[config.mk]
export PLATFORM = sky130hd
export DESIGN_NAME = pu_mux_bank
export DESIGN_NICKNAME = d
export VERILOG_FILES = /design/src/rtl/pu_mux_bank_pkg.sv /design/src/rtl/pu_mux_bank_seq.sv /design/src/rtl/pu_mux_bank.sv
export SDC_FILE = /design/constraint.sdc
export NUM_CORES = 1
export LEC_CHECK = 0
export ABC_AREA = 1
export CORE_MARGIN = 5
export CORE_UTILIZATION = 50
export CTS_BUF_LIST = sky130_fd_sc_hd__clkbuf_4
export CTS_CLUSTER_SIZE = 10
export DETAILED_ROUTE_END_ITERATION = 16
export PLACE_DENSITY = 0.77
export REMOVE_ABC_BUFFERS = 1
export SLEW_MARGIN = 20
export SYNTH_ARGS = -nofsm -noshare
export SYNTH_HDL_FRONTEND = slang
export SYNTH_SLANG_ARGS = --single-unit
[constraint.sdc]
create_clock -name clk -period 3.1 [get_ports clk]
set_clock_uncertainty 0.1 [all_clocks]
set_input_delay 0.62 -clock clk [delete_from_list [all_inputs] [get_ports clk]]
set_output_delay 0.62 -clock clk [all_outputs]
set_load 0.005 [all_outputs]
[src/rtl/pu_mux_bank_pkg.sv]
// pu_mux_bank_pkg: shared frame-state encoding and selector range helper
package pu_mux_bank_pkg;
  localparam int STATE_W = 2;
  typedef enum logic [STATE_W-1:0] {
    IDLE    = 2'd0,
    COLLECT = 2'd1,
    READY   = 2'd2
  } state_t;
  function automatic logic out_of_range(input logic [63:0] field, input int unsigned size);
    return field >= 64'(size);
  endfunction
endpackage

[src/rtl/pu_mux_bank_seq.sv]
// pu_mux_bank_seq: frame FSM, index counter and hit/err flags; ports: clk, rst, load/sel strobes, sel_val, oor in; hit, err, latch_en out
module pu_mux_bank_seq
  import pu_mux_bank_pkg::*;
#(
  parameter int MUX_SIZE  = 8,
  parameter int SEL_WIDTH = $clog2(MUX_SIZE)
) (
  input  logic                 clk,
  input  logic                 rst,
  input  logic                 load,
  input  logic                 sel,
  input  logic [SEL_WIDTH-1:0] sel_val,
  input  logic                 oor,
  output logic                 hit,
  output logic                 err,
  output logic                 latch_en
);
  localparam logic [SEL_WIDTH-1:0] LAST = SEL_WIDTH'(MUX_SIZE - 1);
  state_t state, state_n;
  logic [SEL_WIDTH-1:0] idx, idx_n, selector, selector_n;
  logic hit_n, err_n;
  always_ff @(posedge clk) begin
    if (rst) begin
      state    <= IDLE;
      idx      <= '0;
      selector <= '0;
      hit      <= 1'b0;
      err      <= 1'b0;
    end else begin
      state    <= state_n;
      idx      <= idx_n;
      selector <= selector_n;
      hit      <= hit_n;
      err      <= err_n;
    end
  end
  // While collecting, err can only hold the out-of-range flag, so gating on it
  // keeps a truncated out-of-range selector from aliasing onto a real index.
  always_comb begin
    state_n    = state;
    idx_n      = idx;
    selector_n = selector;
    hit_n      = hit;
    err_n      = err;
    latch_en   = 1'b0;
    if (sel) begin
      selector_n = sel_val;
      idx_n      = '0;
      hit_n      = 1'b0;
      err_n      = oor;
      state_n    = COLLECT;
    end else if (load) begin
      if (state == COLLECT) begin
        latch_en = (idx == selector) && !err;
        hit_n    = hit | latch_en;
        state_n  = (idx == LAST) ? READY : COLLECT;
        idx_n    = (idx == LAST) ? idx : idx + 1'b1;
      end else begin
        err_n = 1'b1;
      end
    end
  end
endmodule

[src/rtl/pu_mux_bank.sv]
// pu_mux_bank: selects one word of a MUX_SIZE frame by a leading selector; ports: clk, rst, signal_load/sel/oe, data_in, attr_in in; data_out, attr_out out
module pu_mux_bank
  import pu_mux_bank_pkg::*;
#(
  parameter int DATA_WIDTH  = 32,
  parameter int ATTR_WIDTH  = 4,
  parameter int MUX_SIZE    = 8,
  parameter int SEL_WIDTH   = $clog2(MUX_SIZE),
  parameter int SEL_SHIFT   = 0,
  parameter int INVALID_BIT = 0
) (
  input  logic                  clk,
  input  logic                  rst,
  input  logic                  signal_load,
  input  logic                  signal_sel,
  input  logic                  signal_oe,
  input  logic [DATA_WIDTH-1:0] data_in,
  input  logic [ATTR_WIDTH-1:0] attr_in,
  output logic [DATA_WIDTH-1:0] data_out,
  output logic [ATTR_WIDTH-1:0] attr_out
);
  logic [DATA_WIDTH-1:0] data_r, data_latch, field;
  logic [ATTR_WIDTH-1:0] attr_r, attr_latch, attr_v;
  logic load_r, sel_r, hit, err, latch_en, oor;
  assign field = data_r >> SEL_SHIFT;
  assign oor   = out_of_range(64'(field), MUX_SIZE);
  always_ff @(posedge clk) begin
    if (rst) begin
      data_r <= '0;
      attr_r <= '0;
      load_r <= 1'b0;
      sel_r  <= 1'b0;
    end else begin
      data_r <= data_in;
      attr_r <= attr_in;
      load_r <= signal_load;
      sel_r  <= signal_sel & signal_load;
    end
  end
  pu_mux_bank_seq #(.MUX_SIZE(MUX_SIZE), .SEL_WIDTH(SEL_WIDTH)) u_seq (
    .clk      (clk),
    .rst      (rst),
    .load     (load_r),
    .sel      (sel_r),
    .sel_val  (field[SEL_WIDTH-1:0]),
    .oor      (oor),
    .hit      (hit),
    .err      (err),
    .latch_en (latch_en)
  );
  always_ff @(posedge clk) begin
    if (rst) begin
      data_latch <= '0;
      attr_latch <= '0;
    end else if (latch_en) begin
      data_latch <= data_r;
      attr_latch <= attr_r;
    end
  end
  always_comb begin
    attr_v              = hit ? attr_latch : '0;
    attr_v[INVALID_BIT] = err | ~hit;
  end
  always_ff @(posedge clk) begin
    if (rst || !signal_oe) begin
      data_out <= '0;
      attr_out <= '0;
    end else begin
      data_out <= hit ? data_latch : '0;
      attr_out <= attr_v;
    end
  end
endmodule
=== Yosys cells after proc, flatten, opt, wreduce, memory -nomap -nowiden ===
Index checks and enable logic that the tools add are counted.

* Bits in writable memories: 0
* Output and inout port bits: 36
* Memories: 0
* Latch bits: 0
* Bits of input ports: 41
* Register bits after elaboration: 120
* Bits in read-only memories: 0
* Word-level logic and storage cells: 48

* Bitwise operators: 5
* Div/mod/pow operators: 0
* $lt $le $gt $ge: 1
* Shifts and indexed selects: 0
* Multiplexer cells: 10
* Reductions and logical operators: 12
* Multiply operators: 0
* Add/subtract/negate cells: 1
* Eq/ne operators: 4

{| class="wikitable"
|+ Operator list
! operator !! number
|-
| 32-bit by 4-bit >= comparator with 1-bit output (second input constant) || 1
|-
| 1-bit two-way mux || 9
|-
| 2-bit AND reduction || 3
|-
| 2-bit nonzero test || 2
|-
| 2-bit OR reduction || 2
|-
| 3-bit by 1-bit adder with 3-bit output (second input constant) || 1
|-
| 3-bit equality test || 1
|-
| 3-bit equality test (second input constant) || 1
|-
| 3-bit AND reduction || 1
|-
| 2-bit by 1-bit equality test with 1-bit output (second input constant) || 1
|-
| 1-bit logical NOT || 2
|-
| 2-bit two-way mux || 1
|-
| 2-bit inequality test (second input constant) || 1
|-
| 1-bit inverter || 2
|-
| 1-bit bitwise OR || 2
|-
| 1-bit AND || 1
|-
| 1-bit logical AND || 1
|-
| 1-bit logical OR || 1
|}

=== Depth between registers and ports, before layout ===
* Word-level depth: 5
* Gate-level depth with buffers: 9
* Gate-level depth less buffers: 8

=== Hierarchy ===
Synthesis repeated with hierarchy kept, for this count alone.

* Cells, all modules: 451
* Area total of the unflattened synthesis: 3,843.7 um2

{| class="wikitable"
|+ By module, submodules not included
! module !! seq. area each (um2) !! cells an instance !! instances !! area each (um2)
|-
| pu_mux_bank || 2,162.1 || 390 || 1 || 3,400.8
|-
| pu_mux_bank_seq || 200.2 || 61 || 1 || 442.9
|}

=== Least setup slack after synthesis ===
OpenSTA, ideal clock, no wires.

* Path type: input-to-reg
* Start point: in rst
* End point: reg attr_out[1]
* Arrival time: 1.240 ns
* Cell stages on the path: 4
* Setup slack: 1.633 ns
* Path buffers: 1
* Required time: 2.874 ns
* Library setup time: 0.126 ns
* Cells stage by stage: clkinv_1 > nand3_1 > clkbuf_1 > nor2_1

* Cells in the longest elaborated chain, start to end: 2

{| class="wikitable"
|+ Ends and longest elaborated chain
! what !! RTL line !! source
|-
| from (decl) || pu_mux_bank.sv:13 || <nowiki>input logic rst,</nowiki>
|-
| 1-bit logical OR || pu_mux_bank.sv:65 || <nowiki>if (rst || !signal_oe) begin</nowiki>
|-
| 2-bit OR reduction (no line) || n/a ||
|-
| to (signal assigned) || pu_mux_bank.sv:70 || <nowiki>attr_out <= attr_v;</nowiki>
|-
| to (decl) || pu_mux_bank.sv:20 || <nowiki>output logic [ATTR_WIDTH-1:0] attr_out</nowiki>
|}

No other way between the ends.
A chain may end at the register's enable or synchronous reset.

=== Worst setup path after layout ===
* Start point: reg u_seq.idx[0]
* End point: reg data_latch[13]

* Cells in the longest elaborated chain, start to end: 5

{| class="wikitable"
|+ Ends and longest elaborated chain
! what !! RTL line !! source
|-
| from (decl) || pu_mux_bank_seq.sv:20 || <nowiki>logic [SEL_WIDTH-1:0] idx, idx_n, selector, selector_n;</nowiki>
|-
| from (signal assigned) || pu_mux_bank_seq.sv:31 || <nowiki>idx <= idx_n;</nowiki>
|-
| 3-bit equality test || pu_mux_bank_seq.sv:54 || <nowiki>latch_en = (idx == selector) && !err;</nowiki>
|-
| 1-bit logical AND || pu_mux_bank_seq.sv:54 ||
|-
| 1-bit two-way mux || pu_mux_bank_seq.sv:53 || <nowiki>if (state == COLLECT) begin</nowiki>
|-
| 1-bit two-way mux || pu_mux_bank_seq.sv:52 || <nowiki>end else if (load) begin</nowiki>
|-
| 1-bit two-way mux || pu_mux_bank_seq.sv:46 || <nowiki>if (sel) begin</nowiki>
|-
| to (signal assigned) || pu_mux_bank.sv:56 || <nowiki>data_latch <= data_r;</nowiki>
|-
| to (decl) || pu_mux_bank.sv:22 || <nowiki>logic [DATA_WIDTH-1:0] data_r, data_latch, field;</nowiki>
|}

No other way between the ends.

==> flow_summary.json <==
{
  "clockBufferDepth": 2,
  "ys_types": 19,
  "antenna_found_initial": 0,
  "port_buffers": 75,
  "dr_total_vias": 3482,
  "status": "finished clean",
  "grt_max_degree": 41,
  "gp_congestion": 0.840,
  "cts_tree": "yes",
  "path_max_fanout": 35,
  "post-synth-top-area-fraction_pct": 55.7,
  "numCtsBuffers": 17,
  "hold_buffers": 0,
  "clk_latency_ns": 0.52,
  "p_total_mw": 2.94,
  "cp.required_ns": 3.47,
  "seqCellArea_sq_mm": 0.00236,
  "synth-seq-cells": 118,
  "ys_warn_count": 0,
  "clkSinkCount": 118,
  "finalHoldViolCount": 0,
  "start_kind": "register",
  "utilization_pct": 65.3,
  "cp-end-kind": "register",
  "clk_pin_slew_ns": 0.11,
  "first_iter_violations": 118,
  "rsz0062_at_grt": "no",
  "final_area_sq_mm": 0.00539,
  "postPlaceCellArea_sq_mm": 0.00508,
  "ios": 77,
  "hold_path_class": "register to register",
  "min_period_ns": 2.10,
  "peakVddDrop_mv": 0.282,
  "worstPathArrival_ns": 2.47,
  "overflow": 0,
  "routed_wl_um": 8420,
  "setup_tns_ns": 0,
  "drive_gt1_share_pct": 6.74,
  "drcViolationCount": 0,
  "viasPerCell": 4.59,
  "ctsResizeCount": 0,
  "final_net_count": 683,
  "drv_slew": 0,
  "num_rows": 33,
  "place.detailed.hpwl_um": 5590,
  "syn_inst": 564,
  "p_leak_nw": 2.44,
  "max_freq_ghz": 0.476,
  "setup_viol_count_final": 0,
  "fillerInstances": 704,
  "cts-root-buf": "clkbuf_4",
  "maxSlewHeadroom_pct": 68.8,
  "die_area_sq_mm": 0.0104,
  "track_usage_pct": 16.9,
  "worst_pin_slew_ns": 0.465,
  "grt_pass1_wl_um": 13600,
  "fin_crit_sh_pct": 67.7,
  "syn_area_per_cell_sq_um": 7.52,
  "initial_core_util_pct": 51.4,
  "postCtsSetupRepairBufs": 0,
  "synthTopCellsByArea": "dfxtp_1 (56%), inv_1 (13%), nor2_1 (10%)",
  "first_pass_iters": 5,
  "synthesis.area_sq_mm": 0.00424,
  "synth_area_leader_cell": "dfxtp_1",
  "h-tree-depth": 4,
  "die_y_um": 102,
  "multi_input_area_sq_mm": 0.00121,
  "grt_pass1_vias": 3346,
  "wl_per_cell_um": 11.1,
  "core_sq_mm": 0.00826,
  "fp.dieW_um": 102,
  "diodes": 0,
  "critical_path_class": "register to register",
  "power_density_mw_per_mm2": 545,
  "postRouteAntennaNets": 0,
  "area_growth_pct": 27.1,
  "maxCapViolations": 0,
  "seq_area_frac_synth_pct": 55.7
}
[final timing paths]
path                               startpoint              to  slack, ns  cells past startpoint
worst max-delay path             u_seq.idx[0]  data_latch[13]       1.00                      9
worst min-delay path            data_latch[2]     data_out[2]       0.34                      2
worst max register to register   u_seq.idx[0]  data_latch[13]       1.00                      9
worst min register to register  data_latch[2]     data_out[2]       0.34                      2
[placed cells by master (no fill, tap or decap), drive strengths merged]
| cell | synthesis | final |
|---|---|---|
| nand2 | 88 | 88 |
| nand3 | 4 | 4 |
| o21ai | 3 | 3 |
| ha | 2 | 2 |
| clkbuf | 12 | 18 |
| clkinvlp | 0 | 5 |
| nor2 | 118 | 118 |
| nand4 | 43 | 43 |
| a211oi | 1 | 1 |
| o21a | 1 | 1 |
| buf | 12 | 6 |
| inv | 149 | 153 |
| dfxtp | 118 | 118 |
| clkinv | 2 | 4 |
| bufinv | 0 | 3 |
| clkdlybuf4s50 | 0 | 75 |
| a21oi | 11 | 11 |
[synthesized netlist by cell type]
master	number
a211oi_1	1
nor2_1	116
dfxtp_1	118
nand3_2	2
o21a_1	1
clkbuf_1	12
nand2_1	88
clkinv_1	2
buf_2	10
buf_1	2
o21ai_0	3
inv_2	2
nand3_4	1
inv_1	147
ha_1	2
a21oi_1	11
nor2_4	2
nand4_1	43
nand3_1	1
[sequential cells by signal, indices dropped and copies added, names as in the netlist]
register / flops
data_out: 32
attr_latch: 3
load_r: 1
u_seq.err: 1
u_seq.state: 2
data_latch: 32
u_seq.idx: 3
u_seq.selector: 3
data_r: 32
attr_out: 4
u_seq.hit: 1
attr_r: 3
sel_r: 1
[layer usage]
layer  vias up  part of all wire (%)  global-route usage, %  wire length, um
met2        85                    53                   31.7             4440
met3        24                   5.3                   5.32              446
li1       1799                     -                      -                -
met1      1574                    39                   15.9             3270
met5         -                     0                      0                0
met4         0                   3.1                   9.69              265
[through the flow]
stage / std cells / setup WS [ns] / hold slack, ns
CTS: 758 / 0.980 / 0.341
finish: 758 / 1.00 / 0.339
floorplan: 540 / 0.733 / 0.316
global placement: 726 / 0.965 / 0.322
global route: 758 / 0.857 / 0.353
detailed placement: 726 / 0.880 / 0.325
[power by group]
part           switching [mW]  total (mW)  leakage (nW)  internal, mW
clock                   0.596        1.17         0.150         0.575
combinational           0.109       0.197          1.33        0.0880
sequential             0.0133        1.57         0.962          1.55
total                   0.719        2.94          2.44          2.22
[area by class of cell]
type | instances | area share [%]
flip-flops and latches | 118 | 43.8
multi-input cells | 271 | 22.5
clock inverters | 14 | 3.25
well taps | 105 | 2.44
inverters | 151 | 10.5
clock buffers | 18 | 2.51
repair buffers | 81 | 15.0
[worst max-delay path, stage by stage (launching register included)]
cell	delay, ns
dfxtp_1	0.40
inv_1	0.08
nand2_1	0.07
nand3_2	0.08
nor2_4	0.20
buf_4	0.36
nand3_4	0.41
nand2_1	0.18
inv_1	0.06
nor2_1	0.09
[cell families (layout without fill, tap and decap cells)]
group,count (synthesis),in the layout,share of synthesized area (%)
and+or+nand+nor,253,253,25.9
adders and majority gates,2,2,0.590
DFF,118,118,55.7
buffers and inverters,175,264,15.8
AOI/OAI and AO/OA,16,16,2.01
No activity file was read; power rests on OpenSTA's default activity.
